## config.mk

```make
export PLATFORM = sky130hd
export DESIGN_NAME = frog_input_ctrl
export DESIGN_NICKNAME = d
export VERILOG_FILES = /design/src/rtl/frog_pkg.sv /design/src/rtl/frog_input_ctrl_key_channel.sv /design/src/rtl/frog_input_ctrl.sv
export SDC_FILE = /design/constraint.sdc
export NUM_CORES = 1
export LEC_CHECK = 0
export CAP_MARGIN = 20
export CORE_MARGIN = 3
export CORE_UTILIZATION = 30
export CTS_BUF_LIST = sky130_fd_sc_hd__clkbuf_8
export DETAILED_ROUTE_END_ITERATION = 6
export HOLD_SLACK_MARGIN = 0.03
export PLACE_DENSITY = 0.55
export SLEW_MARGIN = 20
export SYNTH_ARGS = -nofsm -noshare
export SYNTH_HDL_FRONTEND = slang
export SYNTH_HIERARCHICAL = 1
export SYNTH_SLANG_ARGS = --single-unit
```

## constraint.sdc

```tcl
create_clock -name clk -period 3.2 [get_ports clk]
set_input_delay 0.64 -clock clk [delete_from_list [all_inputs] [get_ports clk]]
set_output_delay 0.64 -clock clk [all_outputs]
set_load 0.03 [all_outputs]
```

## src/rtl/frog_pkg.sv

```systemverilog
// Shared direction encoding for the frog move path.
// Bit positions match both the board KEY pins and the update_frog move vector.
package frog_pkg;

  localparam int DIR_UP    = 3;
  localparam int DIR_DOWN  = 2;
  localparam int DIR_LEFT  = 1;
  localparam int DIR_RIGHT = 0;
  localparam int NUM_DIRS  = 4;

  typedef logic [NUM_DIRS-1:0] move_t;

  // Keeps only the highest-priority request: up > down > left > right.
  function automatic move_t pick_highest(input move_t req);
    move_t grant;
    grant = '0;
    if (req[DIR_UP])         grant[DIR_UP]    = 1'b1;
    else if (req[DIR_DOWN])  grant[DIR_DOWN]  = 1'b1;
    else if (req[DIR_LEFT])  grant[DIR_LEFT]  = 1'b1;
    else if (req[DIR_RIGHT]) grant[DIR_RIGHT] = 1'b1;
    return grant;
  endfunction

endpackage

```

## src/rtl/frog_input_ctrl_key_channel.sv

```systemverilog
// One push-button channel: 2-flop synchroniser, debounce, press edge and auto-repeat.
// Emits a registered one-cycle request; gating by enable happens in the arbiter.
module key_channel #(
  parameter int DEBOUNCE_CYCLES = 4,
  parameter int REPEAT_DELAY    = 8,
  parameter int REPEAT_PERIOD   = 4
) (
  input  logic clk,
  input  logic reset,
  input  logic enable,
  input  logic key_n,
  output logic req
);

  localparam int DB_W  = (DEBOUNCE_CYCLES > 1) ? $clog2(DEBOUNCE_CYCLES) : 1;
  localparam int RPT_W = $clog2(REPEAT_DELAY + 1);
  localparam logic [DB_W-1:0]  DB_LAST    = DB_W'(DEBOUNCE_CYCLES - 1);
  localparam logic [RPT_W-1:0] RPT_FIRE   = RPT_W'(REPEAT_DELAY);
  // Reloading here puts the next fire exactly REPEAT_PERIOD edges later (needs PERIOD <= DELAY+1).
  localparam logic [RPT_W-1:0] RPT_RELOAD = RPT_W'(REPEAT_DELAY - REPEAT_PERIOD + 1);

  logic             sync1_q, sync1_d;
  logic             sync2_q, sync2_d;
  logic             db_q, db_d;
  logic [DB_W-1:0]  db_cnt_q, db_cnt_d;
  logic [RPT_W-1:0] rpt_cnt_q, rpt_cnt_d;
  logic             req_q, req_d;
  logic             pressed_s;
  logic             press_edge;
  logic             rpt_fire;

  always_comb begin
    sync1_d    = key_n;
    sync2_d    = sync1_q;
    pressed_s  = ~sync2_q;
    db_d       = db_q;
    db_cnt_d   = '0;
    press_edge = 1'b0;
    if (pressed_s != db_q) begin
      if (db_cnt_q == DB_LAST) begin
        db_d       = pressed_s;
        press_edge = pressed_s;
      end else begin
        db_cnt_d = db_cnt_q + 1'b1;
      end
    end

    rpt_cnt_d = '0;
    rpt_fire  = 1'b0;
    if (db_q && enable) begin
      if (rpt_cnt_q == RPT_FIRE) begin
        rpt_fire  = 1'b1;
        rpt_cnt_d = RPT_RELOAD;
      end else begin
        rpt_cnt_d = rpt_cnt_q + 1'b1;
      end
    end

    req_d = press_edge | rpt_fire;
  end

  always_ff @(posedge clk or negedge reset) begin
    if (!reset) begin
      sync1_q   <= 1'b1;
      sync2_q   <= 1'b1;
      db_q      <= 1'b0;
      db_cnt_q  <= '0;
      rpt_cnt_q <= '0;
      req_q     <= 1'b0;
    end else begin
      sync1_q   <= sync1_d;
      sync2_q   <= sync2_d;
      db_q      <= db_d;
      db_cnt_q  <= db_cnt_d;
      rpt_cnt_q <= rpt_cnt_d;
      req_q     <= req_d;
    end
  end

  assign req = req_q;

endmodule

```

## src/rtl/frog_input_ctrl.sv

```systemverilog
// Turns the four raw KEY buttons into one-hot-or-zero move pulses for update_frog.
// Per-key conditioning lives in key_channel; this level arbitrates and registers.
module frog_input_ctrl
  import frog_pkg::*;
#(
  parameter int DEBOUNCE_CYCLES = 4,
  parameter int REPEAT_DELAY    = 8,
  parameter int REPEAT_PERIOD   = 4
) (
  input  logic                clk,
  input  logic                reset,
  input  logic                enable,
  input  logic [NUM_DIRS-1:0] key_n,
  output logic [NUM_DIRS-1:0] player_input
);

  move_t req;
  move_t player_input_q, player_input_d;

  for (genvar i = 0; i < NUM_DIRS; i++) begin : g_key
    key_channel #(
      .DEBOUNCE_CYCLES(DEBOUNCE_CYCLES),
      .REPEAT_DELAY   (REPEAT_DELAY),
      .REPEAT_PERIOD  (REPEAT_PERIOD)
    ) u_key (
      .clk   (clk),
      .reset (reset),
      .enable(enable),
      .key_n (key_n[i]),
      .req   (req[i])
    );
  end

  // Losing or disabled requests are simply dropped, never queued.
  always_comb begin
    player_input_d = enable ? pick_highest(req) : '0;
  end

  always_ff @(posedge clk or negedge reset) begin
    if (!reset) player_input_q <= '0;
    else        player_input_q <= player_input_d;
  end

  assign player_input = player_input_q;

endmodule

```

* Yosys cells after proc, flatten, opt, wreduce, memory -nomap -nowiden *
Index checks and enable logic that the tools add are counted.

cells by class
  add/sub/neg operators = 8
  equality and inequality tests = 12
  multiplexer cells = 40
  bitwise logic cells = 8
  reduce and logical (&&, ||, !) cells = 8

operators with widths
  kind                                         count
  2-to-1 mux 4 bit                             9
  2-to-1 mux 1 bit                             21
  2-to-1 mux 2 bit                             9
  adder 4 x 1 -> 4 bit, second input constant  4
  equality test 4 bit, second input constant   4
  adder 2 x 1 -> 2 bit, second input constant  4
  equality test 2 bit, second input constant   4
  AND reduction 2 bit                          4
  logical AND 1 bit                            4
  inequality test 1 bit                        4
  inverter 1 bit                               4
  OR 1 bit                                     4
  2-to-1 mux 3 bit                             1

word-level totals
  register bits = 44
  output and inout port bits = 4
  logic and storage cells = 101

* Logic depth before layout (Yosys ltp) *
  depth after elaboration = 5
  mapped depth = 5

* By module *
Netlist, hierarchy kept.

modules (own cells, without submodules)
  module                            instances  cells an instance  area each (um^2)  sequential area each (um^2)
  key_channel (g_key[1].u_key ...)  3          35                 415.4             252.7
  key_channel (g_key[0].u_key)      1          33                 409.1             252.7
  frog_input_ctrl                   1          10                 160.2             100.1

* Worst setup path after synthesis *
No wires, ideal clock.

  kind = reg-to-reg
  start point = register g_key[0].u_key.rpt_cnt_q[0]
  end point = register g_key[0].u_key.rpt_cnt_q[3]
  data arrival time = 1.108 ns
  required time = 3.118 ns
  setup slack = 2.010 ns
  cell stages (with the launch flop) = 5
  buffers on the path = 0
  cell sequence = dfrtp_1 inv_1 ha_1 or3b_1 a31oi_1

on the way
  cells in the longest elaborated chain, start to end = 3
  elaborated cells between the ends (all ways) = 4
  those cells by class = 1 x add/sub; 1 x eq/ne; 2 x mux

ends and longest elaborated chain
  element                                                      RTL line                                                              RTL
  start: declaration                                           frog_input_ctrl_key_channel.sv:26                                     logic [RPT_W-1:0] rpt_cnt_q, rpt_cnt_d;
  start signal: assignment                                     frog_input_ctrl_key_channel.sv:75                                     rpt_cnt_q <= rpt_cnt_d;
  adder 4 x 1 -> 4 bit or equality test 4 bit (tied branches)  frog_input_ctrl_key_channel.sv:55, frog_input_ctrl_key_channel.sv:51
  2-to-1 mux 4 bit (*)                                         frog_input_ctrl_key_channel.sv:51                                     if (rpt_cnt_q == RPT_FIRE) begin
  2-to-1 mux 4 bit (*)                                         frog_input_ctrl_key_channel.sv:50                                     if (db_q && enable) begin
  named net g_key[0].u_key.rpt_cnt_d[3]                        frog_input_ctrl_key_channel.sv:26

Mark *: on every way through the listed nets, which the timed path passes. The rest lies on a longest branch.
A chain may end at the register's enable or synchronous reset.

* Worst setup path in the final report *
  start point = register player_input_q[0], in the netlist player_input[0]
  end point = output player_input[0]

RTL lines
  element                   RTL line               RTL
  start: declaration        frog_input_ctrl.sv:18  move_t player_input_q, player_input_d;
  start signal: assignment  frog_input_ctrl.sv:41  else player_input_q <= player_input_d;
  end: declaration          frog_input_ctrl.sv:14  output logic [NUM_DIRS-1:0] player_input

No word-level cell between the ends.

==> results.md <==
* Final cell utilization of the core at 37.0%
* Most numerous cell in the Yosys netlist: dfrtp_1
* Final WL at 2.95 mm
* Ys Warns at 6
* Final Max Slew Viols at 0
* GRT met3 Usage at 3.16%
* Clk sinks at 44
* Predominant post-synthesis flop cell: dfrtp_1
* Mean area per synthesized cell at 12.3 um2
* Initial DRT Pass Iterations at 3
* Post-synthesis register bit count at 44
* Nets at 184
* Die H at 83.8 um
* Hold crit path type: register to register
* Inserted Clock Buffers at 5
* Beginning of the worst register-to-register path: g_key[0].u_key/rpt_cnt_q[0]$_DFF_PN0_
* Top cells by count, synth: dfrtp_1 (36), inv_1 (14), nor2_1 (14)
* DRT iter0 DRCs at 25
* Sequential Area at 0.00111 mm2
* Max-capacitance violation count at 0
* CTS clk-pin slew, worst paths at 0.08 ns
* Layout overhead on the synthesized area at 15.7%
* Grt total ovfl at 0
* DP HPWL at slightly above 2 mm
* Synth area leader: dfrtp_1
* Layer carrying the most global-route usage: met2
* Max Clk Rate at 519 MHz
* Ordered list of cells on the worst path: clkdlybuf4s50_1
* Sequential element share of the synthesized area at 61.2%
* Setup TNS at 0 ns
* Crit-path slowest cell: clkdlybuf4s50_1
* Worst path required time at ~2.6 ns
* Final Cycle Share at 60.2%
* Critical path capture point type: output pin
* Async set-reset flop share out of synthesis at between 90% and 100%
* Final min period at 1.93 ns
* Post-route setup slack at 1.27 ns
* Die area at 0.00702 mm2
* Met1 usage at 11.0%
* Setup WS pre-CTS at roughly 1.2 ns
* Resized cells post-CTS at 0
* Yosys cell types at 25
* RSZ-0062 raised after global routing: no
* Worst setup path category: register to output pin
* Hold Crit Depth at 0
* Area of the multi-input gates at approximately 650 um2
* Core area at 0.00568 mm2
* Number of flops mapped to enable cells by yosys at 0
* Port Buf Inserts at 10
* Post-Syn Area at 0.00182 mm2
* Share of layout cells above drive strength 1 at approximately 15%
* CP Launch Type: register
* Filler cells at 546
* Hold WS at approximately 0.36 ns
* Worst path arrival time at 1.29 ns
* Bufs and invs on worst path at 1
* Ports at 11
* Vias at approximately 1100
* H-tree depth at 2
* Clk buf depth at 2
* RR Endpoint: g_key[0].u_key/rpt_cnt_q[3]$_DFF_PN0_
* Synth Net Count at 167
* Maximum VDD drop at ~0.00024 V
* Largest net degree at the start of global routing at 45
* Vias in the first global route at 1245
* Crit path from: player_input[0]$_DFF_PN0_
* Antenna Violating Nets Remaining at 0
* GP Congestion at 0.779
* Slew margin rel. at 37.5%
* Diodes inserted at 0
* Via density at 4.60
* Share of the synthesized area in the top cell type at 49.6%
* CTS tree: built
* Synth area leaders: dfrtp_1 (50%), dfstp_2 (12%), ha_1 (8.3%)
* DRC at 0
* Initial Utilization at a little under a third
* Die X at between 80 and 90 um
* Register-to-Register Path Depth at 4
* End of the worst hold path: g_key[1].u_key/sync2_q$_DFF_PN1_
* Fin. Hold Viols at 0
* CP max stage delay at 0.66 ns
* Count of final setup violators at 0
* Skew final at roughly 0.0068 ns
* Initial antenna violation count at 0
* Placement row count at 27
* Hold_sp: g_key[1].u_key/sync1_q$_DFF_PN1_
* First-pass GRT wire length at 5.50 mm
* Pwr dens at between 600 and 700 mW/mm2
* Clock latency on the worst-skew pair at between 0.2 and 0.3 ns
* Post-CTS setup buffers at 0
* Routed len/inst at 12.4 um
* Reg2reg setup slack at 1.88 ns
* Total track usage at 9.45%
* Status: completed
* Lkg Pwr at about 0.00093 uW
* CP Max Fanout at 1
* Met2 GRT Util at 16.5%
* Top delay family on crit path: buffers and inverters
* Root buffer cell: clkbuf_8
* Cell count after synthesis at 148
* Slew at the pin with the worst max-slew slack at approximately 0.94 ns
* Hold_buf cts at 0
==> worst register-to-register path: stages, from the launching register on <==
cell	delay, ns
dfrtp_1	0.41
inv_1	0.09
ha_1	0.23
or3b_1	0.36
a31oi_1	0.17
==> flip-flops by register name, summed over array words and instances, names as in the netlist <==
name / flops
g_key.u_key/sync1_q: 4
g_key.u_key/sync2_q: 4
g_key.u_key/req: 4
g_key.u_key/db_q: 4
player_input: 4
g_key.u_key/db_cnt_q: 8
g_key.u_key/rpt_cnt_q: 16
==> where the power goes <==
part	internal (uW)	switching, uW
registers	660	86.8
logic	116	156
clock network	194	176
==> area by class of cell <==
type	instances	share of cell area (%)
inverter	14	2.50
timing repair buffer	10	4.53
sequential	44	52.9
clock inverter	1	0.179
clock buffer	7	4.59
multi-input combinational	90	31.0
tap	72	4.29
==> worst max path at each step <==
stage                                            endpoint  cells after the start  slack [ns]
global route                              player_input[0]                      1        1.22
finish                                    player_input[0]                      1        1.27
CTS                                       player_input[0]                      1        1.26
floorplan           g_key[0].u_key/rpt_cnt_q[3]$_DFF_PN0_                      4        2.01
global placement    g_key[0].u_key/rpt_cnt_q[2]$_DFF_PN0_                      3        1.31
detailed placement  g_key[0].u_key/rpt_cnt_q[2]$_DFF_PN0_                      3        1.21
==> kinds of logic after synthesis <==
group / synth area share, %
xor gates and xnor gates: 1.93
buffers and inverters: 2.89
AOI/OAI and AO/OA: 10.5
DFF: 61.2
adders and majority gates: 8.27
and+or+nand+nor: 15.2
==> metal layers <==
metal | wire (um) | vias up
met5 | 0 | -
met4 | 17 | 0
met2 | 1530 | 12
met1 | 1300 | 533
li1 | - | 546
met3 | 106 | 4
==> stage by stage <==
stage | cells | instance area [um2] | total power, uW
finish | 238 | 2100 | 1390
global route | 238 | 2100 | 1500
CTS | 238 | 2100 | 1410
detailed placement | 230 | 2000 | 1030
floorplan | 148 | 1820 | 943
global placement | 230 | 2000 | 1000
==> placed cells by master (no fill, tap or decap), drive strengths merged <==
cell and count:
o22ai 1, dfrtp 36, and3 4, ha 12, clkdlybuf4s50 9, nor3 4
a21oi 7, nor2 14, nor4b 1, clkbuf 7, or3b 1, nand4b 4
nand2 10, nor3b 1, nand2b 2, and2 1, o21ai 4, o211ai 4
inv 15, a31oi 4, nand3b 4, buf 1, a211oi 8, dfstp 8
xor2 4
(Power assumes the default switching activity.)
